[config.mk]
export PLATFORM = sky130hd
export DESIGN_NAME = pwm_deadtime
export DESIGN_NICKNAME = d
export VERILOG_FILES = /design/src/rtl/pwm_deadtime.sv
export SDC_FILE = /design/constraint.sdc
export NUM_CORES = 1
export LEC_CHECK = 0
export CORE_UTILIZATION = 51
export DETAILED_ROUTE_END_ITERATION = 16
export PLACE_DENSITY = 0.79
export SLEW_MARGIN = 20
export SYNTH_ARGS = -nofsm -noshare
export SYNTH_HDL_FRONTEND = slang
export SYNTH_SLANG_ARGS = --single-unit
[constraint.sdc]
create_clock -name Clk50M -period 5.8 [get_ports Clk50M]
set_clock_uncertainty 0.1 [all_clocks]
set_input_delay 1.45 -clock Clk50M [delete_from_list [all_inputs] [get_ports Clk50M]]
set_output_delay 1.45 -clock Clk50M [all_outputs]
set_load 0.02 [all_outputs]
[src/rtl/pwm_deadtime.sv]
// Complementary high/low gate drive from a raw PWM with a programmable dead time.
// Defining PWM_DT_BREAK_EN adds an active-low break input and a latched fault output.
module pwm_deadtime #(
    parameter int unsigned DT_WIDTH = 16
) (
    input  logic                Clk50M,
    input  logic                Rst_n,
    input  logic                en,
    input  logic                i_pwm,
    input  logic [DT_WIDTH-1:0] dead_cycles,
`ifdef PWM_DT_BREAK_EN
    input  logic                i_break_n,
    output logic                o_fault,
`endif
    output logic                o_pwm_h,
    output logic                o_pwm_l,
    output logic                o_dt_active
);

`ifdef PWM_DT_BREAK_EN
    typedef enum logic [2:0] {
        ST_OFF   = 3'd0,
        ST_LOW   = 3'd1,
        ST_DT_R  = 3'd2,
        ST_HIGH  = 3'd3,
        ST_DT_F  = 3'd4,
        ST_BREAK = 3'd5
    } state_t;
`else
    typedef enum logic [2:0] {
        ST_OFF   = 3'd0,
        ST_LOW   = 3'd1,
        ST_DT_R  = 3'd2,
        ST_HIGH  = 3'd3,
        ST_DT_F  = 3'd4
    } state_t;
`endif

    localparam logic [DT_WIDTH-1:0] CNT_ZERO = '0;
    localparam logic [DT_WIDTH-1:0] CNT_ONE  = DT_WIDTH'(1);

    state_t                state_q, state_d;
    logic [DT_WIDTH-1:0]   cnt_q, cnt_d;
    logic                  pwm_q;
    logic                  pwm_h_q, pwm_l_q, dt_active_q;
    logic                  dt_zero_s;
    state_t                rise_state_s, fall_state_s;

    // A zero dead time skips the dead-time states entirely.
    assign dt_zero_s    = (dead_cycles == CNT_ZERO);
    assign rise_state_s = dt_zero_s ? ST_HIGH : ST_DT_R;
    assign fall_state_s = dt_zero_s ? ST_LOW  : ST_DT_F;

    // Next-state and dead-time counter logic.
    always_comb begin
        state_d = state_q;
        cnt_d   = cnt_q;
`ifdef PWM_DT_BREAK_EN
        if (!i_break_n) begin
            state_d = ST_BREAK;
            cnt_d   = CNT_ZERO;
        end else if (state_q == ST_BREAK) begin
            state_d = en ? ST_BREAK : ST_OFF;
            cnt_d   = CNT_ZERO;
        end else
`endif
        if (!en) begin
            state_d = ST_OFF;
            cnt_d   = CNT_ZERO;
        end else begin
            case (state_q)
                ST_OFF: begin
                    state_d = pwm_q ? rise_state_s : fall_state_s;
                    cnt_d   = dead_cycles;
                end
                ST_LOW: begin
                    if (pwm_q) begin
                        state_d = rise_state_s;
                        cnt_d   = dead_cycles;
                    end else begin
                        state_d = ST_LOW;
                        cnt_d   = cnt_q;
                    end
                end
                ST_HIGH: begin
                    if (!pwm_q) begin
                        state_d = fall_state_s;
                        cnt_d   = dead_cycles;
                    end else begin
                        state_d = ST_HIGH;
                        cnt_d   = cnt_q;
                    end
                end
                // A pulse that reverts mid dead-time returns to the side that never switched off.
                ST_DT_R: begin
                    if (!pwm_q) begin
                        state_d = ST_LOW;
                        cnt_d   = CNT_ZERO;
                    end else if (cnt_q <= CNT_ONE) begin
                        state_d = ST_HIGH;
                        cnt_d   = CNT_ZERO;
                    end else begin
                        state_d = ST_DT_R;
                        cnt_d   = cnt_q - CNT_ONE;
                    end
                end
                ST_DT_F: begin
                    if (pwm_q) begin
                        state_d = ST_HIGH;
                        cnt_d   = CNT_ZERO;
                    end else if (cnt_q <= CNT_ONE) begin
                        state_d = ST_LOW;
                        cnt_d   = CNT_ZERO;
                    end else begin
                        state_d = ST_DT_F;
                        cnt_d   = cnt_q - CNT_ONE;
                    end
                end
                default: begin
                    state_d = ST_OFF;
                    cnt_d   = CNT_ZERO;
                end
            endcase
        end
    end

    // State, counter, input sample and registered gate outputs.
    always_ff @(posedge Clk50M or negedge Rst_n) begin
        if (!Rst_n) begin
            state_q     <= ST_OFF;
            cnt_q       <= CNT_ZERO;
            pwm_q       <= 1'b0;
            pwm_h_q     <= 1'b0;
            pwm_l_q     <= 1'b0;
            dt_active_q <= 1'b0;
        end else begin
            state_q     <= state_d;
            cnt_q       <= cnt_d;
            pwm_q       <= i_pwm;
            pwm_h_q     <= (state_d == ST_HIGH);
            pwm_l_q     <= (state_d == ST_LOW);
            dt_active_q <= (state_d == ST_DT_R) || (state_d == ST_DT_F);
        end
    end

`ifdef PWM_DT_BREAK_EN
    logic fault_q;

    // Fault flag mirrors the BREAK state.
    always_ff @(posedge Clk50M or negedge Rst_n) begin
        if (!Rst_n) begin
            fault_q <= 1'b0;
        end else begin
            fault_q <= (state_d == ST_BREAK);
        end
    end

    assign o_fault = fault_q;
`endif

    assign o_pwm_h     = pwm_h_q;
    assign o_pwm_l     = pwm_l_q;
    assign o_dt_active = dt_active_q;

endmodule

==> impl_metrics.ini, run 1 <==
[status]
outcome = completed

[sta]
worst_pin_slew_ns = 1.05
min_period_ns = 3.21
rsz0062_at_grt = false
timing.slew.headroom_pct = 29.7
hold_violations = 0
period_share_pct = 55.3
fin_tns_setup_ns = 0
fmax_ghz = 0.312
maxSlewViolCount = 0
setup_viol = 0

[final_layout]
layout_common_cells = 23 x dfrtp_1, 21 x clkdlybuf4s50_1, 20 x nand2_1
syn2layout_area_growth_pct = 16.1
ff_latch_area_um2 = 576
diodes = 0
nets = 212
final_common_cell = dfrtp_1
drive_gt1_share_pct = 6.35
multi_input_area_um2 = 868
final_cells = 220
fin_util_pct = 63.1
n_fill_cell = 250
fin_area_um2 = 1760

[synthesis]
synth-seq-area-share_pct = 38.1
synth_async_sr_flop_share_pct = 100
ys_ff_latch = 23
synth_area_um2 = 1510
yosysWarnings = 0
synth.net_count = 194
syn-mean-instance-area_um2 = 8.79
synth_ff_type = dfrtp_1
yosys.cell_types.count = 48
synth-edff-count = 0
syn_inst = 172

[detailed_routing]
routed_via_density = 6.62
routedWlPerCell_um = 17.8
drc = 0
ant_nets = 0
via_count = 1457
drtIter0Drc = 60
firstDrtPassIters = 5
routed_wl_um = 3910

[clocking]
clock-sinks = 23
cts_tree = built
cts_buffers = 3
cts_setup_buffers = 0
cts_hold_buf = 0
cts-resized-gates = 0
cts_buffer_depth = 2
cts_root_buf = clkbuf_4
clk_pin_slew_ns = 0.14
insertion_delay_ns = 0.32
cts-htree-levels = 1

[worst_setup_path]
r2r_end = cnt_q[14]$_DFFE_PN0P_
r2r-start = cnt_q[0]$_DFFE_PN0P_
crit_buf_inv = 1
critical_path.top_delay_family = simple AND/OR/NAND/NOR gates
r2r_slack_ns = 3.25
reg2reg_depth = 7
cp-end-kind = register
worstSetupStartpoint = dead_cycles[6]
worstPathMaxFanout = 3
cpPeakStageDelay_ns = 0.53
cp.arrival_ns = 3.36
cp-start-kind = input pin
slowest_stage = or4_1
worstPathRequired_ns = 5.96
path_cells = clkdlybuf4s50_1, nor4_1, and4_1, or4_1, a21oi_1, o32a_1
critPathKind = in -> reg

[floorplanning]
io_pins = 23
die_w_um = 56.4
die_h_um = 56.4
rows = 19
initial_utilization_pct = 54.3
core_area_um2 = 2780
dieArea_um2 = 3190

[min_path]
hold_start = cnt_q[15]$_DFFE_PN0P_
holdPathStages = 1
hold_path_end = cnt_q[15]$_DFFE_PN0P_
hp-class = reg -> reg

[global_route]
met3_usage_pct = 3.46
grt_busiest_layer = met2
grt_pass1_wl_um = 6400
overflow = 0
grt_use_met2_pct = 44.7
met1_usage_pct = 32.9
grt_util_all_layers_pct = 25.5
grt_pass1_vias = 1387
antenna_found_initial = 0
grt_max_degree = 24

[placement]
dp_cells = 216
place_area_um2 = 1730
gp_congestion = 0.858
dpl.hpwl_um = 2860
numPortBuffers = 22

[pwr]
ir_drop_uv = 140
leakage_nw = 0.687
power_density_nw_per_um2 = 232

[flow_run]
maxCapViolCount = 0
[worst max path at each step]
stage,end,slack (ns),cells past startpoint
5_1_grt,o_dt_active$_DFF_PN0_,2.57,6
6_report,o_dt_active$_DFF_PN0_,2.59,6
2_1_floorplan,o_dt_active$_DFF_PN0_,3.12,5
3_3_place_gp,o_dt_active$_DFF_PN0_,2.37,6
3_5_place_dp,o_dt_active$_DFF_PN0_,2.35,6
4_1_cts,o_dt_active$_DFF_PN0_,2.69,6
[state kept, by name, indices dropped and copies added, names as in the netlist]
register     cells
o_pwm_h          1
o_pwm_l          1
state_q          3
cnt_q           16
o_dt_active      1
pwm_q            1
[cell families (layout without fill, tap and decap cells)]
| logic type | after synthesis | count (layout) | synth area share, % |
|---|---|---|---|
| AOI/OAI and AO/OA | 49 | 49 | 24.6 |
| buffers and inverters | 16 | 33 | 4.47 |
| and+or+nand+nor | 77 | 77 | 28.3 |
| xor gates and xnor gates | 5 | 5 | 2.90 |
| DFF | 23 | 23 | 38.1 |
| adders and majority gates | 2 | 2 | 1.66 |
[Yosys cell counts (4+ instances only)]
cell type	instances	area share (%)
nor2_1	10	2.5
nor4_1	8	3.3
nor3_1	7	2.3
a22oi_1	4	2.0
dfrtp_1	23	38
clkbuf_1	9	2.2
o21ai_1	6	2.0
a21oi_1	4	1.3
a32oi_1	6	3.5
inv_1	6	1.5
o21ai_0	4	1.3
nand2b_1	4	1.7
or4_1	5	2.5
nand3_1	5	1.7
nand2_1	20	5.0
[power breakdown]
part | total (W) | leakage, nW | internal (W) | switching [W]
sequential | 0.000198 | 0.303 | 0.000175 | 0.0000239
combinational | 0.000132 | 0.366 | 0.0000585 | 0.0000732
clock | 0.0000766 | 0.0177 | 0.0000258 | 0.0000509
[area by class of cell]
type	count	share of cell area, %
Multi-Input combinational cell	133	49.5
Sequential cell	23	32.8
Timing Repair Buffer	23	12.7
Clock inverter	1	0.285
Inverter	6	1.28
Tap cell	31	2.21
Clock buffer	3	1.28
[metal layers]
layer | vias to the layer above | part of all wire [%] | routed length [um]
li1 | 693 | - | -
met1 | 715 | 44 | 1730
met2 | 43 | 50 | 1950
met3 | 6 | 4.6 | 181
met4 | 0 | 1.4 | 53
met5 | - | 0 | 0
[metrics by stage]
| step | total power, W | hold WS [ns] | worst slack, ns |
|---|---|---|---|
| after floorplan | 0.000287 | 0.406 | 3.12 |
| after global placement | 0.000325 | 0.443 | 2.37 |
| after detailed placement | 0.000332 | 0.459 | 2.35 |
| after CTS | 0.000408 | 0.488 | 2.69 |
| after global routing | 0.000430 | 0.529 | 2.57 |
| final | 0.000407 | 0.481 | 2.59 |
No activity file was read; power rests on OpenSTA's default activity.
==> inputs of run 2 (changes only) <==
--- a/config.mk
+++ b/config.mk
@@ -5,9 +5,9 @@
 export SDC_FILE = /design/constraint.sdc
 export NUM_CORES = 1
 export LEC_CHECK = 0
-export CORE_UTILIZATION = 51
+export CORE_UTILIZATION = 48
 export DETAILED_ROUTE_END_ITERATION = 16
-export PLACE_DENSITY = 0.79
+export PLACE_DENSITY = 0.78
 export SLEW_MARGIN = 20
 export SYNTH_ARGS = -nofsm -noshare
 export SYNTH_HDL_FRONTEND = slang
==> constraint.sdc (replaced) <==
create_clock -name Clk50M -period 2.8 [get_ports Clk50M]
set_clock_uncertainty 0.1 [all_clocks]
set_input_delay 0.7 -clock Clk50M [delete_from_list [all_inputs] [get_ports Clk50M]]
set_output_delay 0.7 -clock Clk50M [all_outputs]
set_load 0.02 [all_outputs]
==> run 2 against run 1 <==
  * Count of clock-buffer cells in the layout did not move
  * Combinational power rose by 120%
  * Die area rose by 6.0%
  * Power rose by 110%
  * Final area rose by 3.8%
  * Highest routed layer unchanged
==> impl_metrics.ini, run 2 (synthesis results as in run 1) <==
[status]
outcome = completed

[clocking]
cts-resized-gates = 0
cts_hold_buf = 0
cts_root_buf = clkbuf_4
cts_buffers = 3
clock-sinks = 23
cts-htree-levels = 1
cts_setup_buffers = 0
clk_pin_slew_ns = 0.14
insertion_delay_ns = 0.33
cts_tree = built
cts_buffer_depth = 2

[floorplanning]
initial_utilization_pct = 52.5
die_h_um = 58.1
io_pins = 23
die_w_um = 58.1
rows = 19
core_area_um2 = 2880
dieArea_um2 = 3380

[worst_setup_path]
critPathKind = reg -> reg
r2r_slack_ns = 0.32
worstPathRequired_ns = 2.91
cp-start-kind = register
r2r-start = cnt_q[13]$_DFFE_PN0P_
worstPathMaxFanout = 6
cp-end-kind = register
reg2reg_depth = 5
cp.arrival_ns = 2.59
r2r_end = cnt_q[9]$_DFFE_PN0P_

[sta]
period_share_pct = 88.6
hold_violations = 0
setup_slack_ns = 0.320
fin_tns_setup_ns = 0
rsz0062_at_grt = false
fmax_ghz = 0.403
worst_pin_slew_ns = 0.541
min_period_ns = 2.48
timing.slew.headroom_pct = 63.7
maxSlewViolCount = 0
setup_viol = 0

[global_route]
grt_util_all_layers_pct = 26.3
grt_pass1_vias = 1475
antenna_found_initial = 0
overflow = 0
grt_pass1_wl_um = 6800
grt_max_degree = 24

[placement]
gp_congestion = 0.850
dp_slack_ns = 0.111
dpl.hpwl_um = 2860
numPortBuffers = 22

[detailed_routing]
routedWlPerCell_um = 16.7
firstDrtPassIters = 4
drc = 0
drtIter0Drc = 111
routed_wl_um = 3950
ant_nets = 0
via_count = 1486
routed_via_density = 6.27

[min_path]
hp-class = reg -> reg
hold_path_end = cnt_q[1]$_DFFE_PN0P_
holdPathStages = 2
hold_start = cnt_q[1]$_DFFE_PN0P_

[final_layout]
syn2layout_area_growth_pct = 20.5
largest_reg_flops = 16
top_regs = cnt_q: 16 flops, state_q: 3 flops
top_register = cnt_q
final_common_cell = dfrtp_1
diodes = 0
drive_gt1_share_pct = 8.72
nets = 218
layout_common_cells = 23 x dfrtp_1, 22 x clkdlybuf4s50_1, 20 x nand2_1

[pwr]
power_density_nw_per_um2 = 476
ir_drop_uv = 239
leakage_nw = 0.712

[flow_run]
maxCapViolCount = 0
[run 2: cell type report]
cell class                 count  area (um2)
tap                           42        52.6
sequential                    23         576
inverter                       6        22.5
timing repair buffer          29         273
clock inverter                 1        7.51
clock buffer                   3        22.5
fill                         255        1050
multi-input combinational    133         868
[run 2: how the worst max path moves through the flow]
stage | startpoint | to | slack [ns]
5_1_grt | cnt_q[0]$_DFFE_PN0P_ | cnt_q[14]$_DFFE_PN0P_ | 0.24
4_1_cts | cnt_q[13]$_DFFE_PN0P_ | cnt_q[9]$_DFFE_PN0P_ | 0.34
3_3_place_gp | dead_cycles[3] | o_dt_active$_DFF_PN0_ | 0.12
2_1_floorplan | cnt_q[13]$_DFFE_PN0P_ | cnt_q[2]$_DFFE_PN0P_ | 0.51
6_report | cnt_q[13]$_DFFE_PN0P_ | cnt_q[9]$_DFFE_PN0P_ | 0.32
3_5_place_dp | dead_cycles[3] | o_dt_active$_DFF_PN0_ | 0.11
[run 2: layer usage]
layer / vias up / wire [um] / part of all wire, % / track usage [%]
li1: 706 / - / - / -
met1: 724 / 1760 / 45 / 34.5
met2: 51 / 1960 / 50 / 43.3
met3: 5 / 193 / 4.9 / 4.24
met4: 0 / 34 / 0.86 / 10.5
met5: - / 0 / 0 / 0
[run 2: power by group]
part	leakage, nW	switching (W)	total, W	internal, W
logic	0.395	0.000155	0.000291	0.000136
registers	0.303	0.0000492	0.000411	0.000362
clock network	0.0139	0.000111	0.000166	0.0000547
total	0.712	0.000316	0.000868	0.000552
[run 2: critical path, cell delays in order, from the launching register on]
cell,delay [ns]
dfrtp_1,0.47
or4_1,0.54
or4_4,0.54
o21ai_2,0.33
nor3_1,0.10
a221o_1,0.30
[run 2: per-stage QoR]
stage	hold slack (ns)	utilization, %	power [W]	cells	instance area (um2)
3_3_place_gp	0.445	62.3	0.000690	233	1790
5_1_grt	0.537	63.3	0.000922	237	1820
4_1_cts	0.489	63.3	0.000867	237	1820
2_1_floorplan	0.304	-	0.000595	172	1510
3_5_place_dp	0.461	62.3	0.000702	233	1790
6_report	0.487	63.3	0.000868	237	1820
